--- config.mk ---
export PLATFORM = sky130hd
export DESIGN_NAME = branch_seq
export DESIGN_NICKNAME = d
export VERILOG_FILES = /design/src/rtl/cpu_pkg.sv /design/src/rtl/sat_counter.sv /design/src/rtl/branch_seq.sv
export SDC_FILE = /design/constraint.sdc
export NUM_CORES = 1
export LEC_CHECK = 0
export CAP_MARGIN = 20
export CORE_MARGIN = 8
export CORE_UTILIZATION = 25
export CTS_CLUSTER_SIZE = 10
export DETAILED_ROUTE_END_ITERATION = 16
export DONT_BUFFER_PORTS = 1
export SKIP_LAST_GASP = 1
export SYNTH_ARGS = -nofsm -noshare
export SYNTH_HDL_FRONTEND = slang
export SYNTH_HIERARCHICAL = 1
export SYNTH_SLANG_ARGS = --single-unit
--- constraint.sdc ---
create_clock -name clk -period 3.25 [get_ports clk]
set_input_delay 0.65 -clock clk [delete_from_list [all_inputs] [get_ports clk]]
set_output_delay 0.65 -clock clk [all_outputs]
set_load 0.03 [all_outputs]
--- src/rtl/cpu_pkg.sv ---
// Shared CPU control definitions: branch sequencer states, branch opcode,
// C2 condition encodings and the registered strobe bundle.
package cpu_pkg;

  localparam int unsigned OPC_W = 5;
  localparam int unsigned C2_W  = 2;

  localparam logic [OPC_W-1:0] OP_BR = 5'b10011;

  typedef enum logic [2:0] {
    IDLE = 3'd0,
    EVAL = 3'd1,
    LDY  = 3'd2,
    ADD  = 3'd3,
    WB   = 3'd4,
    DONE = 3'd5
  } state_t;

  typedef enum logic [C2_W-1:0] {
    C2_ZR = 2'b00,
    C2_NZ = 2'b01,
    C2_PL = 2'b10,
    C2_MI = 2'b11
  } c2_t;

  // Registered control outputs of the branch sequencer
  typedef struct packed {
    logic busy;
    logic done;
    logic bad_op;
    logic gra;
    logic r_out;
    logic con_in;
    logic pc_out;
    logic y_in;
    logic c_out;
    logic alu_add;
    logic z_in;
    logic z_lo_out;
    logic pc_in;
  } strobes_t;

  function automatic logic is_branch(input logic [31:0] ir);
    return ir[31:27] == OP_BR;
  endfunction

endpackage

--- src/rtl/sat_counter.sv ---
// Saturating up-counter: holds at all-ones instead of wrapping.
//  clk, reset_n : clock, async active-low reset (clears count)
//  inc          : count up by one this cycle
//  clr          : synchronous clear, dominates inc
//  count        : current value
module sat_counter #(
  parameter int unsigned CNT_W = 16
) (
  input  logic             clk,
  input  logic             reset_n,
  input  logic             inc,
  input  logic             clr,
  output logic [CNT_W-1:0] count
);

  localparam logic [CNT_W-1:0] CNT_MAX = '1;

  always_ff @(posedge clk or negedge reset_n) begin
    if (!reset_n) begin
      count <= '0;
    end else if (clr) begin
      count <= '0;
    end else if (inc && (count != CNT_MAX)) begin
      count <= count + CNT_W'(1);
    end
  end

endmodule

--- src/rtl/branch_seq.sv ---
// Conditional-branch control sequencer (brzr/brnz/brpl/brmi).
// Steps EVAL -> LDY -> ADD -> WB -> DONE, driving one group of datapath
// strobes per step, and keeps saturating total/taken branch counters.
//  clk, reset_n      : clock, async active-low reset
//  start, ir         : one-cycle request with the decoded instruction
//  stall             : datapath not ready, freezes the sequence
//  con_out           : CON FF result (1 = branch taken)
//  busy, done, bad_op: sequence status / pulses
//  gra .. pc_in      : datapath strobes, all registered Moore outputs
//  total_cnt, taken_cnt : saturating statistics
module branch_seq
  import cpu_pkg::*;
#(
  parameter int unsigned CNT_W = 16
) (
  input  logic             clk,
  input  logic             reset_n,
  input  logic             start,
  input  logic [31:0]      ir,
  input  logic             stall,
  input  logic             con_out,
  output logic             busy,
  output logic             done,
  output logic             bad_op,
  output logic             gra,
  output logic             r_out,
  output logic             con_in,
  output logic             pc_out,
  output logic             y_in,
  output logic             c_out,
  output logic             alu_add,
  output logic             z_in,
  output logic             z_lo_out,
  output logic             pc_in,
  output logic [CNT_W-1:0] total_cnt,
  output logic [CNT_W-1:0] taken_cnt
);

  state_t   state, next_state;
  strobes_t strb, next_strb;
  logic     br_req;
  logic     wb_exit;
  logic     unused_ir;

  assign br_req    = is_branch(ir);
  // Only the opcode matters here; the condition bits feed the CON FF directly.
  assign unused_ir = ^ir[26:0];

  // State and strobe registers
  always_ff @(posedge clk or negedge reset_n) begin
    if (!reset_n) begin
      state <= IDLE;
      strb  <= '0;
    end else begin
      state <= next_state;
      strb  <= next_strb;
    end
  end

  // Next state and next-cycle strobes, decoded from the next state
  always_comb begin
    next_state = state;
    next_strb  = '0;

    case (state)
      IDLE: if (start && br_req) next_state = EVAL;
      // Leave EVAL only after con_in has been seen high with the datapath ready,
      // so the CON FF always gets a clean edge after a stall.
      EVAL: if (!stall && strb.con_in) next_state = LDY;
      LDY:  if (!stall) next_state = ADD;
      ADD:  if (!stall) next_state = WB;
      WB:   if (!stall) next_state = DONE;
      DONE: if (!stall) next_state = IDLE;
      default: next_state = IDLE;
    endcase

    next_strb.busy   = (next_state != IDLE);
    next_strb.bad_op = (state == IDLE) && start && !br_req;

    case (next_state)
      EVAL: begin
        next_strb.gra    = 1'b1;
        next_strb.r_out  = 1'b1;
        next_strb.con_in = !stall;
      end
      LDY: begin
        next_strb.pc_out = 1'b1;
        next_strb.y_in   = 1'b1;
      end
      ADD: begin
        next_strb.c_out   = 1'b1;
        next_strb.alu_add = 1'b1;
        next_strb.z_in    = 1'b1;
      end
      WB: begin
        next_strb.z_lo_out = 1'b1;
        next_strb.pc_in    = con_out;
      end
      DONE:    next_strb.done = 1'b1;
      default: next_strb = next_strb;
    endcase
  end

  assign busy     = strb.busy;
  assign done     = strb.done;
  assign bad_op   = strb.bad_op;
  assign gra      = strb.gra;
  assign r_out    = strb.r_out;
  assign con_in   = strb.con_in;
  assign pc_out   = strb.pc_out;
  assign y_in     = strb.y_in;
  assign c_out    = strb.c_out;
  assign alu_add  = strb.alu_add;
  assign z_in     = strb.z_in;
  assign z_lo_out = strb.z_lo_out;
  assign pc_in    = strb.pc_in;

  // Statistics update on the WB -> DONE edge
  assign wb_exit = (state == WB) && !stall;

  sat_counter #(.CNT_W(CNT_W)) u_total_cnt (
    .clk     (clk),
    .reset_n (reset_n),
    .inc     (wb_exit),
    .clr     (1'b0),
    .count   (total_cnt)
  );

  sat_counter #(.CNT_W(CNT_W)) u_taken_cnt (
    .clk     (clk),
    .reset_n (reset_n),
    .inc     (wb_exit && con_out),
    .clr     (1'b0),
    .count   (taken_cnt)
  );

endmodule

==> results list, run 1 <==
- Antenna violations before repair: 0
* Power per unit of standard cell area: 514.7 nW/µm²
* Result of the run: completed
- The share of synthesized area in the top cell type comes to 0.4586.
- Summed over all failing endpoints, the final setup total negative slack is 0 ns.
- Number of port buffers: 0
- Before CTS, the worst setup slack after placement is around 0.65 ns.
* Die X-Extent: about 110 µm
* Clock Sink Count: between 40 and 50
- The area growth from synthesis to layout is 9.745%.
- Count of unresolved DRC violations after routing: 0
- After synthesis, the netlist uses 42 different library cells.
- The worst setup path is captured at a flop.
- Worst-skew pair later-pin latency: ~0.30 ns
- The floorplan has 35 rows.
* Ports: between 80 and 90
* Routability Congestion: ~0.77
* Time the worst path needs with I/O delays and setup: between 2 and 3 ns
- In this run the post-CTS setup repair buffer count came out at 0.
- Data on the critical path arrives at its endpoint at approximately 2.8 ns.
- For this block, the initial DRC count from the detailed router was 114.
- Once the clock tree was built, the resizer swapped 0 gates to a different size.
- Startpoint Class: flop
- Unrepaired setup endpoints after global routing: no
- Initial standard-cell utilization of the core: 0.2586
- Antenna fix cells: 0
- Power after layout: about 1400 µW
- After synthesis the cells add up to between 2000 and 2500 µm².
- After detailed routing, the number of vias per cell comes to between 5 and 6.
- Peak ir drop on the vdd network: between 0.0002 and 0.00025 V
- Seq/Total Area, Yosys: 0.4586
* TritonCTS clock tree: yes
- The startpoint identified for the worst register-to-register timing path is state[2]$_DFF_PN0_.
- Highest attainable clock frequency: between 300 and 400 MHz
- Mean instance size in the synthesized netlist: 10.00 µm²
- Metal1 wirelength: 2462 µm
- Summing all placed instances gives a cell area of ~2500 µm².
* Average detailed-routed wire length per instance: between 15 and 20 µm
* Largest area contributor in the synthesized netlist: sky130_fd_sc_hd__dfrtp_1
- Remaining antenna violation count: 0
* Largest fanout of any net on the critical path: 22
- Layout cells sized above 1: 0.1500
- Synthesis produced 240 cells.
- At the pin with the least slew margin, the transition time is 0.7893 ns.
- Maximum buffer depth of the clock tree: 2
- FF+latch count, synth: 44
- Largest net degree at the start of global routing: between 40 and 50
- The total count of hold-check failures in the final report was 0.
* DIE AREA: about 13000 µm²
- In this run the tightest slew margin relative to its limit is 0.4742.
- In the finished design, the share of the clock period the worst path needs comes to 0.7936.
- Summed over all layers, the routed wires come to 5768 µm.
* Detail Route met3 WL: approximately 480 µm
* Max capacitance violation total: 0
- Final-stage net count: roughly 280
- Core ar.: 9284 µm²
* Most frequent cells in the layout: sky130_fd_sc_hd__dfrtp_1 (44), sky130_fd_sc_hd__a21oi_1 (24), sky130_fd_sc_hd__o31ai_1 (14)
- Via count of the first global-routing pass: 1838
- The most critical setup path has its startpoint at state[2]$_DFF_PN0_.
- With fillers left out, the area of the finished cells amounts to roughly 2600 µm².
- The cell sitting at the root of the clock tree is a sky130_fd_sc_hd__clkbuf_8.
* Kind of path behind the tightest hold check: input pin to async pin
- On the final layout, the worst clock skew is around 0.014 ns.
- Hold repair after CTS inserted 0 buffers.
- Number of vias in the routed layout: 1893
- First-pass GRT wire length: ~9600 µm
- Setup slack of the worst register-to-register path: 0.67 ns
- Inserted Clock Buffers: 5
- In this run the static leakage power is between 0.001 and 0.0015 µW.
- The H-tree was split into 2 levels.
- Leaving out fill and tap cells, the most frequent cell in the layout is sky130_fd_sc_hd__dfrtp_1.
- Final setup violation count: 0
- Die height: 114 µm
- The first TritonRoute pass finished after 4 iterations.
- Detailed placement finished with a half-perimeter wire length of 4000 µm.
- For this run, asynchronously set or reset flops after synthesis account for 1.000.
* Count of final max-slew check failures: 0
- Highest layer used for signal routing: met4
* Met2 wire len: 2797 µm
- Final global-route overflow total: 0
- Top post-synthesis cells by area: sky130_fd_sc_hd__dfrtp_1 (46%), sky130_fd_sc_hd__a21oi_1 (5.0%), sky130_fd_sc_hd__o31ai_1 (4.4%), sky130_fd_sc_hd__mux2_1 (3.8%), sky130_fd_sc_hd__nand4_1 (3.1%)
- Counting the fill cells in the layout gives a little under 1000.
- Number of warning messages in the yosys log: 6
- The critical path in this run is classified as flop to flop.
- All-layer global routing usage: 0.08976
- Number of flops mapped to enable cells by yosys: 0
- STA puts the critical path data required time at around 3.5 ns.
- Clock-pin slew reported for the worst setup and hold paths after clock tree synthesis: about 0.1 ns
- Most instantiated flip-flop cell in the synthesis netlist: sky130_fd_sc_hd__dfrtp_1
- Final worst setup slack: approximately 0.67 ns
[worst max-delay path: stages (launching register included)]
cell                      delay [ns]
sky130_fd_sc_hd__dfrtp_1        0.43
sky130_fd_sc_hd__or2b_2         0.35
sky130_fd_sc_hd__nor3_1         0.17
sky130_fd_sc_hd__buf_4          0.17
sky130_fd_sc_hd__and2_1         0.22
sky130_fd_sc_hd__inv_1          0.30
sky130_fd_sc_hd__or4_2          0.72
sky130_fd_sc_hd__a21oi_1        0.15
[logic make-up (layout without fill, tap and decap cells)]
kind of cell	after synthesis	in the layout	share of synthesized area
flops	44	44	0.4586
simple gates	111	111	0.3022
mux	9	9	0.04169
compound gates	52	52	0.1381
buf+inv	20	17	0.04377
other cells	1	4	0.001562
fa+ha+maj	2	2	0.01042
xor+xnor	1	1	0.003648
[registers in the layout, indices dropped and copies added, names as in the netlist]
| name | count |
|---|---|
| con_in | 1 |
| bad_op | 1 |
| u_total_cnt/count | 16 |
| busy | 1 |
| state | 3 |
| z_lo_out | 1 |
| u_taken_cnt/count | 16 |
| done | 1 |
| gra | 1 |
| pc_in | 1 |
| pc_out | 1 |
| alu_add | 1 |
[per-stage QoR]
step                std cells  hold WS [ns]  utilization
finish                    369       0.03685       0.2838
global route              369      0.009335       0.2838
CTS                       369       0.01887       0.2838
detailed placement        361        0.3562       0.2708
global placement          361        0.3561       0.2708
floorplan                 243        0.3544            -
[final timing paths]
check | depth (start not counted) | to
hold / removal | 0 | u_total_cnt/count[15]$_DFFE_PN0P_
setup reg to reg | 7 | u_taken_cnt/count[3]$_DFFE_PN0P_
min in group clk | 1 | con_in$_DFF_PN0_
setup / recovery | 7 | u_taken_cnt/count[3]$_DFFE_PN0P_
hold reg to reg | 1 | pc_out$_DFF_PN0_
max in group asynchronous | 0 | u_total_cnt/count[1]$_DFFE_PN0P_
[power by group]
part	internal (µW)	total (µW)	switching, µW
clock network	252	449	198
logic	65.8	157	91.7
registers	600	749	149
[per-layer routing]
layer	vias to the layer above	global-route usage
li1	903	-
met1	937	0.1076
met2	49	0.1479
met3	4	0.03539
met4	0	0.01952
met5	-	0
[area by class of cell]
| type | instances | area, µm² | share of cell area |
|---|---|---|---|
| repair buffers | 3 | 22.52 | 0.008547 |
| inverters | 6 | 22.52 | 0.008547 |
| well taps | 129 | 161.4 | 0.06125 |
| multi-input cells | 179 | 1206 | 0.4577 |
| flip-flops and latches | 44 | 1101 | 0.4179 |
| clock buffers | 6 | 82.58 | 0.03134 |
| clock inverters | 2 | 38.79 | 0.01472 |
[synthesized netlist by cell type (2+ instances only)]
library cell                n
sky130_fd_sc_hd__ha_1       2
sky130_fd_sc_hd__nor2b_1    8
sky130_fd_sc_hd__nand3_1    8
sky130_fd_sc_hd__o31ai_1   14
sky130_fd_sc_hd__nand4_2    2
sky130_fd_sc_hd__nor3_1     4
sky130_fd_sc_hd__or4_2      4
sky130_fd_sc_hd__nor4_1     8
sky130_fd_sc_hd__nor2_1    12
sky130_fd_sc_hd__nand4_1   12
sky130_fd_sc_hd__buf_4      4
sky130_fd_sc_hd__a21oi_1   24
sky130_fd_sc_hd__nor4bb_1   2
sky130_fd_sc_hd__nor4_4     2
sky130_fd_sc_hd__nand3b_1   2
sky130_fd_sc_hd__a211oi_2   2
sky130_fd_sc_hd__clkbuf_1   8
sky130_fd_sc_hd__and3_1     4
sky130_fd_sc_hd__o21ai_1    6
sky130_fd_sc_hd__or4_1     10
sky130_fd_sc_hd__or3_2      2
sky130_fd_sc_hd__nand2_1   13
sky130_fd_sc_hd__o211ai_2   2
sky130_fd_sc_hd__dfrtp_1   44
sky130_fd_sc_hd__or2b_2     3
sky130_fd_sc_hd__inv_1      6
sky130_fd_sc_hd__o21ai_0    2
sky130_fd_sc_hd__and4_2     4
sky130_fd_sc_hd__buf_6      2
sky130_fd_sc_hd__or3_1      5
sky130_fd_sc_hd__mux2_1     8
Note: power is estimated with default switching activity, not from simulation.
==> run 2, diff against run 1 <==
==> constraint.sdc (replaced) <==
create_clock -name clk -period 2.4 [get_ports clk]
set_input_delay 0.48 -clock clk [delete_from_list [all_inputs] [get_ports clk]]
set_output_delay 0.48 -clock clk [all_outputs]
set_load 0.03 [all_outputs]
==> run 2 against run 1 <==
Critical path depth is the same. Clock-buffer cell count shrank 1. Setup slack lost 0.55 ns. Largest power group unchanged. Via count grew 3.8%. Die area is the same. Clock power grew 32%. Critical path type unchanged. Power grew 40%. Register-to-register slack lost 0.55 ns. Critical endpoint is now u_taken_cnt/count[11]$_DFFE_PN0P_.
==> results list, run 2 (synthesis results as in run 1) <==
* Result of the run: completed
* Top Registers: u_taken_cnt/count x16, u_total_cnt/count x16, state x3
* Detailed Route WL: 6035 µm (+4.6%)
- Largest fanout of any net on the critical path: 8 (-64%)
- Number of vias in the routed layout: 1964 (+3.8%)
* Dpl cells: 385 (+6.6%)
* Final Instance Area: 2873 µm² (+9.0%)
* Post-detailed-placement half-perimeter wirelength: 4331 µm (+8.3%)
- TritonCTS clock tree: yes
- Die height: 114 µm (unchanged)
- From synthesis to final layout, the design area changed by 19.65%.
- Final setup violation count: 0 (unchanged)
* Routability Congestion: 0.7810 (+1.2%)
* First-iteration detailed-routing DRC count: 115 (+0.88%)
* Number of inserted filler cells in the final layout: 1010 (+1.7%)
- Most frequent cells in the layout: sky130_fd_sc_hd__dfrtp_1 (44), sky130_fd_sc_hd__buf_4 (30), sky130_fd_sc_hd__a21oi_1 (24)
- The areal power density over the cells was 659.4 nW/µm² (+28%).
- Die X-Extent: 114 µm (unchanged)
* Final worst clock skew: 0.009884 ns (-0.004174 ns)
- Startpoint Class: flop
- Clock-pin slew reported for the worst setup and hold paths after clock tree synthesis: 0.09 ns (about the same)
- The number of search-and-repair iterations in the first detailed-routing pass was 4 (unchanged).
- The tree is rooted in a sky130_fd_sc_hd__clkbuf_8.
- The actual transition at the worst max-transition pin was 0.8060 ns (+0.01672 ns).
* Largest net degree at the start of global routing: 45 (unchanged)
* Antenna fix cells: 0 (unchanged)
- Max capacitance violation total: 0 (unchanged)
* Arrival time worst endpoint: 2.46 ns (-0.34 ns)
- The proportion of layout cells with a drive suffix above 1 was 0.2491 (+0.09907).
- The number of rows in the core area is 35 (unchanged).
* Vias/cell: 4.935 (-3.8%)
* Number of port buffers: 0 (unchanged)
- The final sum of negative setup slack came to 0 ns (unchanged).
- The final design utilization is 0.3094 (+0.02561).
- Commonest non-fill, non-tap cell in the layout: sky130_fd_sc_hd__dfrtp_1
- The total number of clock tree sinks came to 44 (unchanged).
* Time the worst path needs with I/O delays and setup: 2.280 ns (-0.2997 ns)
* Unrepaired setup endpoints after global routing: no
- Inserted Clock Buffers: 5 (unchanged)
- Final std cells w/o fill: 398 (+7.9%)
* Leakage power of the design: 0.001212 µW (+14%)
* Average detailed-routed wire length per instance: 15.16 µm (-3.0%)
- The via count of the first global-routing pass was 2002 (+8.9%).
* Ports: 82 (unchanged)
* H-tree Lvls: 2 (unchanged)
- Peak ir drop on the vdd network: 0.0003275 V (+37%)
* Kind of path behind the tightest hold check: input pin to async pin
- The initial antenna violation count is 0 (unchanged).
- The required time of the critical path was 2.58 ns (-0.89 ns).
* DIE AREA: 13000 µm² (unchanged)
- Worst-skew pair later-pin latency: 0.30 ns (about the same)
- The post-layout net count came to 307 (+10%).
* Placed standard-cell area: 2694 µm² (+7.2%)
- The upper clock frequency limit is 438.7 MHz (+13%).
- The number of DRC violations after detailed routing was 0 (unchanged).
* Maximum buffer depth of the clock tree: 2 (unchanged)
- The critical path is of the flop to flop type.
- The post-route clock period utilization is 0.9499 (+0.1562).
- First-pass GRT wire length: 9963 µm (+4.1%)
- The remaining number of nets flagged by the antenna check after routing is 0 (unchanged).
* Final global-route overflow total: 0 (unchanged)
- Kind of capture point of the worst setup path: flop
- The worst relative slew slack was 0.4630 (-0.01114).
* Final-report hold violation count: 0 (unchanged)
* Initial standard-cell utilization of the core: 0.2586 (unchanged)
- All-layer global routing usage: 0.09412 (+0.004354)
- The max-slew violation total from the final report was 0 (unchanged).
- The area inside the core boundary came to 9284 µm² (unchanged).
==> run 2: cell types whose count changed in the layout (fill, tap and decap cells not counted), sizes merged <==
cell	before	now
buf	3	32
clkbuf	6	5
clkinvlp	0	2
clkinv	1	0
==> run 2: final timing paths <==
kind                       slack, ns  depth (start not counted)                                end               start
max                             0.12                          7  u_taken_cnt/count[11]$_DFFE_PN0P_  state[1]$_DFF_PN0_
min                             0.02                          1  u_total_cnt/count[13]$_DFFE_PN0P_             reset_n
max reg2reg                     0.12                          7  u_taken_cnt/count[11]$_DFFE_PN0P_  state[1]$_DFF_PN0_
min reg2reg                     0.56                          2                 state[1]$_DFF_PN0_  state[2]$_DFF_PN0_
max in group asynchronous       2.18                          1   u_taken_cnt/count[1]$_DFFE_PN0P_             reset_n
min in group clk                0.23                          1                   con_in$_DFF_PN0_               stall
==> run 2: per-stage QoR <==
step                      setup slack (ns)  hold slack, ns  power (µW)
after floorplan                    0.06504          0.1844        1211
after global placement             0.09266          0.1858        1279
after detailed placement            0.1167          0.1858        1288
after CTS                          0.08152         0.01565        1911
after global routing              0.008706         0.01261        1997
final                               0.1203         0.02213        1894
==> run 2: report_power, final <==
part / internal (µW) / leakage, µW / switching [µW]
sequential: 813 / 0.000608 / 180
clock: 314 / 0.0000548 / 277
combinational: 130 / 0.000550 / 180
total: 1260 / 0.00121 / 637
==> run 2: critical path, cell delays in order (launching register included) <==
cell and delay, ns:
sky130_fd_sc_hd__dfrtp_1 0.39, sky130_fd_sc_hd__or2b_2 0.33, sky130_fd_sc_hd__nor3_2 0.16, sky130_fd_sc_hd__and2_1 0.23, sky130_fd_sc_hd__clkinvlp_4 0.19, sky130_fd_sc_hd__buf_2 0.20, sky130_fd_sc_hd__nor4_1 0.32, sky130_fd_sc_hd__mux2_1 0.35
==> run 2: layer usage <==
metal	vias up	part of all wire	global-route usage
met2	49	0.50	0.1609
met3	4	0.077	0.03328
li1	964	-	-
met1	947	0.41	0.1092
met5	-	0	0
met4	0	0.0068	0.02396
==> run 2: final cells by class <==
type	instances	area, µm²	area share
multi-input combinational	179	1211	0.4216
tap	129	161.4	0.05618
timing repair buffer	32	257.7	0.08972
inverter	6	26.28	0.009146
clock buffer	5	68.82	0.02395
sequential	44	1101	0.3833
clock inverter	3	46.29	0.01611
==> run 2: repair_timing <==
item,4_1_cts,5_1_grt
setup buffers,0,4
hold buffers,1,0
hold endpoints to repair,44,0
endpoints found under the setup margin,0,5
gates resized for setup,0,2
==> run 3, diff against run 2 <==
--- a/config.mk
+++ b/config.mk
@@ -5,7 +5,6 @@
 export SDC_FILE = /design/constraint.sdc
 export NUM_CORES = 1
 export LEC_CHECK = 0
-export CAP_MARGIN = 20
 export CORE_MARGIN = 8
 export CORE_UTILIZATION = 25
 export CTS_CLUSTER_SIZE = 10
==> results of run 3 <==
Final layout, timing and power as in run 2 (identical DEF).
